$ cat src/rtl/proc_mem_port_arbiter.sv
// Two-to-one memory port arbiter: round-robin grant of imem/dmem requests onto one
// registered memory request port, with a port-ID FIFO that routes in-order responses back.
package proc_mem_pkg;
  typedef struct packed {
    logic [2:0]  typ;
    logic [7:0]  opaque;
    logic [31:0] addr;
    logic [1:0]  len;
    logic [31:0] data;
  } mem_req_4B_t;

  typedef struct packed {
    logic [2:0]  typ;
    logic [7:0]  opaque;
    logic [1:0]  test;
    logic [1:0]  len;
    logic [31:0] data;
  } mem_resp_4B_t;
endpackage

module proc_mem_port_arbiter
  import proc_mem_pkg::*;
#(
  parameter int p_max_inflight = 4
) (
  input  logic         clk,
  input  logic         reset,
  input  mem_req_4B_t  req0_msg,
  input  logic         req0_val,
  output logic         req0_rdy,
  input  mem_req_4B_t  req1_msg,
  input  logic         req1_val,
  output logic         req1_rdy,
  output mem_resp_4B_t resp0_msg,
  output logic         resp0_val,
  input  logic         resp0_rdy,
  output mem_resp_4B_t resp1_msg,
  output logic         resp1_val,
  input  logic         resp1_rdy,
  output mem_req_4B_t  memreq_msg,
  output logic         memreq_val,
  input  logic         memreq_rdy,
  input  mem_resp_4B_t memresp_msg,
  input  logic         memresp_val,
  output logic         memresp_rdy,
  output logic [3:0]   inflight_count,
  output logic         err_orphan
);

  localparam int PW = (p_max_inflight > 1) ? $clog2(p_max_inflight) : 1;
  localparam logic [PW-1:0] LAST_PTR = PW'(p_max_inflight - 1);
  localparam logic [3:0]    MAX_CNT  = 4'(p_max_inflight);

  logic                      out_val;
  mem_req_4B_t               out_msg;
  logic                      prio;
  logic [PW-1:0]             head;
  logic [PW-1:0]             tail;
  logic [3:0]                count;
  logic [p_max_inflight-1:0] trk;
  logic                      err_q;

  logic load_ok;
  logic can_accept;
  logic grant;
  logic accept;
  logic empty;
  logic head_port;
  logic pop;
  logic orphan;

  function automatic logic [PW-1:0] ptr_inc(input logic [PW-1:0] p);
    return (p == LAST_PTR) ? '0 : p + PW'(1);
  endfunction

  // Space check uses the registered count, so a same-cycle pop never frees a slot.
  assign load_ok    = !out_val || memreq_rdy;
  assign can_accept = load_ok && (count < MAX_CNT);
  assign grant      = (req0_val && req1_val) ? prio : req1_val;
  assign req0_rdy   = can_accept && !grant;
  assign req1_rdy   = can_accept && grant;
  assign accept     = (req0_val && req0_rdy) || (req1_val && req1_rdy);

  assign empty     = (count == 4'd0);
  assign head_port = trk[head];

  always_comb begin
    resp0_val   = 1'b0;
    resp1_val   = 1'b0;
    memresp_rdy = 1'b1;
    if (!empty) begin
      resp0_val   = memresp_val && !head_port;
      resp1_val   = memresp_val && head_port;
      memresp_rdy = head_port ? resp1_rdy : resp0_rdy;
    end
  end

  assign resp0_msg = memresp_msg;
  assign resp1_msg = memresp_msg;
  assign pop       = memresp_val && memresp_rdy && !empty;
  assign orphan    = memresp_val && empty;

  assign memreq_val     = out_val;
  assign memreq_msg     = out_msg;
  assign inflight_count = count;
  assign err_orphan     = err_q;

  always_ff @(posedge clk or negedge reset) begin
    if (!reset) begin
      out_val <= 1'b0;
      out_msg <= '0;
      prio    <= 1'b0;
      head    <= '0;
      tail    <= '0;
      count   <= 4'd0;
      trk     <= '0;
      err_q   <= 1'b0;
    end else begin
      if (accept) begin
        out_val   <= 1'b1;
        out_msg   <= grant ? req1_msg : req0_msg;
        prio      <= !grant;
        trk[tail] <= grant;
        tail      <= ptr_inc(tail);
      end else if (memreq_rdy) begin
        out_val <= 1'b0;
      end
      if (pop) head <= ptr_inc(head);
      count <= count + {3'b000, accept} - {3'b000, pop};
      if (orphan) err_q <= 1'b1;
    end
  end

endmodule
$ cat config.mk
export PLATFORM = sky130hd
export DESIGN_NAME = proc_mem_port_arbiter
export DESIGN_NICKNAME = d
export VERILOG_FILES = /design/src/rtl/proc_mem_port_arbiter.sv
export SDC_FILE = /design/constraint.sdc
export NUM_CORES = 1
export LEC_CHECK = 0
export ABC_AREA = 1
export ABC_CLOCK_PERIOD_IN_PS = 6090
export BUFFER_PORTS_ARGS = -buffer_cell sky130_fd_sc_hd__buf_2
export CAP_MARGIN = 20
export CORE_AREA = 4 4 149 151
export DETAILED_ROUTE_END_ITERATION = 6
export DIE_AREA = 0 0 153 155
export PLACE_DENSITY = 0.53
export SYNTH_ARGS = -nofsm -noshare
export SYNTH_HDL_FRONTEND = slang
export SYNTH_SLANG_ARGS = --single-unit
$ cat constraint.sdc
create_clock -name clk -period 6.09 [get_ports clk]
set_input_delay 0.9135 -clock clk [delete_from_list [all_inputs] [get_ports clk]]
set_output_delay 0.9135 -clock clk [all_outputs]
set_load 0.05 [all_outputs]
==> run metrics, run 1 <==
Crit path required time=5.18 ns; n_diodes=0; Psw=2.05 mW; sequential share of power=0.282; CTS tree=done; switching share of power=0.536; die height=155 um; Chip Width=153 um; hold buffer count at CTS=0; status=finished, final reports clean; post-synth cell types=25; all-layer global routing usage=0.121; Slew headroom=0.415; Clock Latency Late Sink=0.34 ns; Clk pwr share=0.149; Initial DRT Pass Iterations=4; R2R depth=11; post-place setup slack=2.35 ns; syn nets=830; first element of the critical path=req0_val; Worst-Margin Slew=0.877 ns; yosys warns=0; Yosys top cell area share=0.436; VDD IR max=0.000263 V; Mapped Cells=610; port bufs=249; critical path class=input port to output port; via count=4,263; CTS Buffer Depth=2; CTS Buf Count=9; largest net degree at the start of global routing=82; Setup crit start kind=input port; RePlAce Congestion=0.741; vias in the first global route=4,401; post-DP HPWL=10,800 um; Post-synth EDFFs=0; multi-input logic area=0.00204 sq mm; PostCTS Resize Cnt=0; post-synthesis sequential area ratio=0.436; Avg Cell Area, Syn=8.67 sq um; Routed WL=14,600 um; synth cell count leaders=169 x nand2_1, 94 x buf_4, 92 x dfrtp_1, 77 x o211ai_1, 69 x or2_2; pwr dens=602 mW/mm^2; synthesized area=0.00529 sq mm; # IOs=391; Hold/Removal Path Class=register to register; r2r setup slk=3.06 ns; synth-to-layout area growth=20.3%; Final nets=969; Static Leak=3.41 nW; cell with the most instances after synthesis=nand2_1; Synth Flop Type=dfrtp_1; FP Rows=53; CP Max Fanout=79; fmax=269 MHz; GR Overflow Total=0; Max-Cap Viols=0; Initial Util=0.254; RSZ-0062 raised after global routing=no; synth top area cells=dfrtp_1 44%, buf_4 13%, nand2_1 12%; hold violation total from the final report=0; setup ws final=2.38 ns; ys async rst share=1.00; root buffer cell=clkbuf_16; clock sink total=92; vias per inst=4.14; crit path time final=3.71 ns; Reg area=0.00230 sq mm; combinational fraction of design power=0.568; final setup TNS=0 ns; Fin Clk Skew=0.00808 ns; Core ar.=0.0208 sq mm; initial antenna violation count=0; period utilization=0.610; Slew Limit Fails=0; setup repair bufs after CTS=0; r2r endpoint=memreq_msg[48]; Initial DRC Count=159; # DRC=0; Setup Viol. Count Final=0; Routed Antenna Nets=0; share of cells above drive strength 1=0.458; Die ar.=0.0237 sq mm; wire length per cell=14.2 um; cell taking the most area after synthesis=dfrtp_1; Crit. End Element=output port; Worst Setup EP=req1_rdy; #FFs+latches synth=92; first-pass GRT wire length=23,300 um; filler instances=2,280; Pint=1.77 mW; CTS clk-pin slew, worst paths=0.07 ns; H-Tree Level Count=3; crit path DAT=2.80 ns; FF-to-FF Start=prio
[cells in the final DEF (no fill, tap or decap)]
cell / n
a21o_1: 1
a21oi_1: 2
buf_2: 248
buf_4: 6
bufinv_16: 1
clkbuf_1: 1
clkbuf_16: 9
clkbuf_8: 1
clkinv_2: 1
clkinv_4: 3
dfrtp_1: 92
fa_1: 1
ha_1: 10
inv_1: 19
inv_2: 3
nand2_1: 169
nand2_2: 2
nand2_4: 1
nand3_1: 7
nand3_2: 1
nor2_1: 5
nor3_1: 2
o211ai_1: 77
o21ai_0: 12
or2_1: 9
or2_2: 69
xnor2_1: 1
xor2_1: 1
[metal layers]
| metal | track usage | wire length [um] | up-vias |
|---|---|---|---|
| met5 | 0 | 0 | - |
| met4 | 0.0496 | 302 | 0 |
| met3 | 0.0334 | 1010 | 28 |
| met2 | 0.195 | 6950 | 154 |
| met1 | 0.155 | 6390 | 1917 |
| li1 | - | - | 2164 |
[worst min-delay path by stage]
stage	to	startpoint	cells past startpoint
floorplan	trk[1]	trk[1]	2
finish	err_orphan	err_orphan	1
global route	err_orphan	err_orphan	1
global placement	err_orphan	err_orphan	1
detailed placement	err_orphan	err_orphan	1
CTS	err_orphan	err_orphan	1
[power by group through the flow]
stage                     registers [mW]  clock network, mW  logic [mW]
after floorplan                     2.00                  0       0.907
after global placement              1.09                  0        2.20
after detailed placement            1.08                  0        2.22
after CTS                           1.08              0.604        2.22
after global routing                1.13              0.628        2.37
final                               1.08              0.571        2.17
[logic make-up after synthesis]
| logic type | share of synthesized area |
|---|---|
| buf+inv | 0.179 |
| xor+xnor | 0.00331 |
| simple gates | 0.231 |
| flops | 0.436 |
| fa+ha+maj | 0.0275 |
| compound gates | 0.124 |
[per-stage QoR]
stage | power (mW) | utilization | hold slack [ns] | instance area [sq um] | cells
floorplan | 2.91 | - | 0.472 | 5290 | 610
global placement | 3.29 | 0.291 | 0.434 | 6050 | 1013
detailed placement | 3.30 | 0.291 | 0.443 | 6050 | 1013
CTS | 3.90 | 0.305 | 0.459 | 6360 | 1029
global route | 4.12 | 0.305 | 0.482 | 6360 | 1029
finish | 3.83 | 0.305 | 0.454 | 6360 | 1029
[worst max-delay path, stage by stage]
cell	delay, ns
buf_2	0.11
nand2_1	0.07
nand2_2	0.04
buf_4	0.32
inv_2	0.62
nand2_2	0.22
inv_1	0.15
buf_2	0.27
[area by class of cell]
class	instances	share of cell area
Multi-Input combinational cell	370	0.321
Clock buffer	11	0.0382
Timing Repair Buffer	254	0.202
Inverter	22	0.0130
Sequential cell	92	0.362
Tap cell	275	0.0541
Clock inverter	5	0.00964
[registers in the layout, indices dropped and copies added, names as in the netlist]
name	count
memreq_val	1
err_orphan	1
prio	1
inflight_count	4
trk	4
head	2
memreq_msg	77
tail	2
Note: power is estimated with default switching activity, not from simulation.
==> inputs of run 2 (changes only) <==
--- a/config.mk
+++ b/config.mk
@@ -6,7 +6,7 @@
 export NUM_CORES = 1
 export LEC_CHECK = 0
 export ABC_AREA = 1
-export ABC_CLOCK_PERIOD_IN_PS = 6090
+export ABC_CLOCK_PERIOD_IN_PS = 3500
 export BUFFER_PORTS_ARGS = -buffer_cell sky130_fd_sc_hd__buf_2
 export CAP_MARGIN = 20
 export CORE_AREA = 4 4 149 151
==> constraint.sdc (replaced) <==
create_clock -name clk -period 3.5 [get_ports clk]
set_input_delay 0.525 -clock clk [delete_from_list [all_inputs] [get_ports clk]]
set_output_delay 0.525 -clock clk [all_outputs]
set_load 0.05 [all_outputs]
==> run metrics, run 2 (synthesis gave the netlist of run 1 again) <==
status=finished, final reports clean; Slew Limit Fails=0 (unchanged); CTS Buffer Depth=2 (unchanged); largest net degree at the start of global routing=82 (unchanged); RePlAce Congestion=0.769 (+3.7%); Core ar.=0.0208 sq mm (unchanged); hold violation total from the final report=0 (unchanged); Initial Util=0.254 (unchanged); Setup Viol. Count Final=0 (unchanged); Final Util=0.306 (+0.00114); combinational fraction of design power=0.571 (+0.003); Crit path required time=2.97 ns (-2.21 ns); Post-Place Cells=1,014 (+0.099%); period utilization=0.723; final setup TNS=0 ns (unchanged); Psw=3.57 mW (+74%); initial antenna violation count=0 (unchanged); wire length per cell=14.5 um (+2.1%); Static Leak=3.42 nW (+0.15%); post-DP HPWL=10,800 um (+0.35%); Clock Latency Late Sink=0.34 ns (about the same); final non-filler cell total=1,030 (+0.097%); CTS tree=done; Chip Width=153 um (unchanged); vias per inst=4.19 (+1.2%); switching share of power=0.536 (about the same); GR Overflow Total=0 (unchanged); pwr dens=1040 mW/mm^2 (+73%); CP Max Fanout=78 (-1.3%); # IOs=391 (unchanged); Setup crit start kind=register; Largest register FFs=77 (unchanged); CTS clk-pin slew, worst paths=0.06 ns (about the same); # DRC=0 (unchanged); post-place setup slack=0.975 ns (-1.37 ns); H-Tree Level Count=3 (unchanged); clock sink total=92 (unchanged); VDD IR max=0.000409 V (+56%); setup repair bufs after CTS=0 (unchanged); critical path class=register to output port; Hold/Removal Path Class=input port to async pin; setup ws final=0.969 ns (-1.41 ns); Clk pwr share=0.148 (about the same); Initial DRC Count=139 (-13%); vias in the first global route=4,428 (+0.61%); root buffer cell=clkbuf_16; Fin Clk Skew=0.00665 ns (-0.00143 ns); port bufs=249 (unchanged); CTS Buf Count=9 (unchanged); RSZ-0062 raised after global routing=no; worst hold slack=0.112 ns (-0.342 ns); Worst-Margin Slew=0.906 ns (+0.0288 ns); Initial DRT Pass Iterations=4 (unchanged); fmax=395 MHz; crit path time final=2.53 ns; hold buffer count at CTS=0 (unchanged); FP Rows=53 (unchanged); crit path DAT=2.01 ns (-0.79 ns); Routed Antenna Nets=0 (unchanged); via count=4,317 (+1.3%); PostCTS Resize Cnt=0 (unchanged); Die ar.=0.0237 sq mm (unchanged); Routed WL=15,000 um (+2.2%); sequential share of power=0.281 (about the same); share of cells above drive strength 1=0.458 (+0.000718); Slew headroom=0.396 (-0.0192); filler instances=2,264 (-0.70%); Final nets=971 (+0.21%); Crit. End Element=output port; all-layer global routing usage=0.122 (+0.000877); Pint=3.09 mW (+74%); n_diodes=0 (unchanged); die height=155 um (unchanged); commonest non-fill, non-tap cell in the layout=buf_2; Max-Cap Viols=0 (unchanged); first-pass GRT wire length=23,400 um (+0.39%); synth-to-layout area growth=20.7%; most frequent cells in the layout=248 x buf_2, 169 x nand2_1, 92 x dfrtp_1
-- run 2: cell types whose count changed in the layout (fill, tap and decap cells not counted) --
cell        delta
clkinv_4       -3
buf_4          +1
clkinvlp_4     +2
buf_16         +1
-- run 2: final timing paths --
check                                   from                end  slack [ns]  cells past startpoint
setup / recovery                        prio           req0_rdy        0.97                      7
hold / removal                         reset     memreq_msg[23]        0.11                      1
setup reg to reg           inflight_count[2]  inflight_count[2]        1.09                     12
hold reg to reg                   err_orphan         err_orphan        0.45                      1
max in group asynchronous              reset     memreq_msg[50]        2.76                      2
min in group clk                  memreq_rdy         memreq_val        0.40                      2
-- run 2: power by group through the flow --
stage                     combinational (mW)  clock [mW]  sequential (mW)
after floorplan                         1.58           0             3.48
after global placement                  3.84           0             1.88
after detailed placement                3.86           0             1.88
after CTS                               3.86        1.04             1.87
after global routing                    4.12        1.08             1.94
final                                   3.80       0.985             1.87
-- run 2: critical path: stages, from the launching register on --
cell	delay, ns
dfrtp_1	0.34
inv_1	0.05
nand2_1	0.06
nand2_2	0.08
inv_2	0.07
buf_4	0.67
nor3_1	0.13
buf_2	0.26
-- run 2: through the flow --
step / instance area (sq um) / power [mW]
floorplan: 5290 / 5.06
global placement: 6060 / 5.72
detailed placement: 6060 / 5.74
CTS: 6350 / 6.77
global route: 6380 / 7.14
finish: 6380 / 6.65
-- run 2: area by class of cell --
cell class / count / area [sq um] / share of cell area
clock buffers: 11 / 243 / 0.0380
clock inverters: 4 / 50.0 / 0.00784
inverters: 22 / 82.6 / 0.0129
multi-input cells: 370 / 2040 / 0.319
flip-flops and latches: 92 / 2300 / 0.361
well taps: 275 / 344 / 0.0539
repair buffers: 256 / 1320 / 0.207
-- run 2: routing by layer --
layer / track usage / routed length [um] / vias to the layer above
li1: - / - / 2172
met1: 0.149 / 6340 / 1960
met2: 0.204 / 7220 / 159
met3: 0.0356 / 1110 / 26
met4: 0.0484 / 293 / 0
met5: 0 / 0 / -
==> inputs of run 3 (changes only) <==
--- a/config.mk
+++ b/config.mk
@@ -6,7 +6,7 @@
 export NUM_CORES = 1
 export LEC_CHECK = 0
 export ABC_AREA = 1
-export ABC_CLOCK_PERIOD_IN_PS = 3500
+export ABC_CLOCK_PERIOD_IN_PS = 2500
 export BUFFER_PORTS_ARGS = -buffer_cell sky130_fd_sc_hd__buf_2
 export CAP_MARGIN = 20
 export CORE_AREA = 4 4 149 151
==> constraint.sdc (replaced) <==
create_clock -name clk -period 2.5 [get_ports clk]
set_input_delay 0.375 -clock clk [delete_from_list [all_inputs] [get_ports clk]]
set_output_delay 0.375 -clock clk [all_outputs]
set_load 0.05 [all_outputs]
==> run metrics, run 3 (synthesis gave the netlist of run 1 again) <==
hold buffer count at CTS=0 (unchanged); sequential share of power=0.277 (-0.004); Static Leak=3.43 nW (+0.38%); Routed WL=14,900 um (-0.19%); Clock Latency Late Sink=0.34 ns (about the same); status=finished, final reports clean; Chip Width=153 um (unchanged); Slew headroom=0.441 (+0.0446); Reg area=0.00230 sq mm (+0.11%); Initial DRT Pass Iterations=4 (unchanged); first-pass GRT wire length=23,500 um (+0.47%); critical path class=register to register; RePlAce Congestion=0.763 (-0.81%); combinational fraction of design power=0.568 (-0.003); Setup Viol. Count Final=0 (unchanged); commonest non-fill, non-tap cell in the layout=buf_2; filler instances=2,287 (+1.0%); Final nets=973 (+0.21%); clock sink total=92 (unchanged); Slew Limit Fails=0 (unchanged); CTS Buf Count=9 (unchanged); FP Rows=53 (unchanged); Initial DRC Count=179 (+29%); post-DP HPWL=11,000 um (+1.6%); Crit. End Element=register; crit path time final=2.26 ns; Core ar.=0.0208 sq mm (unchanged); GR Overflow Total=0 (unchanged); CTS tree=done; hold violation total from the final report=0 (unchanged); RSZ-0062 raised after global routing=no; Final Total Pwr=9.46 mW (+42%); Routed Antenna Nets=0 (unchanged); period utilization=0.903; Clk pwr share=0.155 (+0.007); synth-to-layout area growth=21.7%; VDD IR max=0.000592 V (+45%); Psw=5.02 mW (+41%); Max-Cap Viols=0 (unchanged); H-Tree Level Count=3 (unchanged); wire length per cell=14.5 um (-0.48%); largest net degree at the start of global routing=82 (unchanged); final non-filler cell total=1,033 (+0.29%); multi-input logic area=0.00205 sq mm (+0.49%); Largest register FFs=77 (unchanged); share of cells above drive strength 1=0.466 (+0.00742); CTS clk-pin slew, worst paths=0.07 ns (about the same); final setup TNS=0 ns (unchanged); # DRC=0 (unchanged); root buffer cell=clkbuf_16; most frequent cells in the layout=248 x buf_2, 169 x nand2_1, 90 x dfrtp_1; Hold/Removal Path Class=input port to async pin; PostCTS Resize Cnt=0 (unchanged); Pint=4.43 mW (+44%); die height=155 um (unchanged); Fin Clk Skew=0.0113 ns (+0.00463 ns); Post-Place Cells=1,017 (+0.30%); R2R depth=12 (unchanged); Final Util=0.309 (+0.00246); CP Max Fanout=6 (-92%); switching share of power=0.531 (-0.00495); Crit path required time=2.73 ns (-0.24 ns); post-place setup slack=0.176 ns (-0.799 ns); pwr dens=1470 mW/mm^2 (+41%); fmax=443 MHz; setup repair bufs after CTS=0 (unchanged); CTS Buffer Depth=2 (unchanged); initial antenna violation count=0 (unchanged); via count=4,417 (+2.3%); # IOs=391 (unchanged); vias per inst=4.28 (+2.0%); crit path DAT=2.49 ns (+0.48 ns); n_diodes=0 (unchanged); setup ws final=0.242 ns (-0.726 ns); Initial Util=0.254 (unchanged); all-layer global routing usage=0.122 (about the same); Worst-Margin Slew=0.839 ns (-0.0670 ns); vias in the first global route=4,469 (+0.93%); Die ar.=0.0237 sq mm (unchanged); Setup crit start kind=register; port bufs=249 (unchanged)
run 3: cell count changes in the layout (fill, tap and decap cells not counted), moves of 2 or more:
cell	before	now
dfrtp_2	0	2
dfrtp_1	92	90
buf_12	0	2
clkbuf_1	1	3
run 3: metal layers:
metal	track usage	part of all wire
met5	0	0
met4	0.0577	0.028
met3	0.0314	0.067
met2	0.200	0.48
met1	0.151	0.43
run 3: path summary, 6_finish.rpt:
kind | from | end | slack, ns
setup / recovery | inflight_count[2] | inflight_count[2] | 0.24
hold / removal | reset | memreq_msg[72] | 0.003
setup reg to reg | inflight_count[2] | inflight_count[2] | 0.24
hold reg to reg | err_orphan | err_orphan | 0.46
max in group asynchronous | reset | memreq_msg[37] | 1.86
min in group clk | memreq_rdy | memreq_val | 0.23
run 3: power by group through the flow:
stage | clock, mW | sequential, mW | combinational, mW
final | 1.46 | 2.62 | 5.37
after global routing | 1.58 | 2.73 | 5.82
after CTS | 1.53 | 2.63 | 5.47
after detailed placement | 0 | 2.63 | 5.47
after global placement | 0 | 2.64 | 5.41
after floorplan | 0 | 4.88 | 2.22
run 3: critical path, cell delays in order (launching register included):
cell	delay, ns
dfrtp_2	0.41
inv_2	0.06
ha_1	0.13
inv_1	0.07
nor2_2	0.14
nand3_2	0.17
nand2_4	0.12
inv_2	0.04
ha_1	0.26
inv_1	0.04
ha_1	0.20
fa_2	0.34
xor2_1	0.16
run 3: area by class of cell:
| class | count | area share |
|---|---|---|
| well taps | 275 | 0.0535 |
| multi-input cells | 370 | 0.318 |
| repair buffers | 258 | 0.209 |
| flip-flops and latches | 92 | 0.358 |
| clock buffers | 12 | 0.0368 |
| inverters | 22 | 0.0128 |
| clock inverters | 4 | 0.0117 |
run 3: per-stage QoR:
stage          area, sq um  hold slack [ns]
6_report              6430          0.00334
5_1_grt               6430           0.0415
4_1_cts               6430           0.0131
3_5_place_dp          6120            0.391
3_3_place_gp          6120            0.393
2_1_floorplan         5300           0.0794
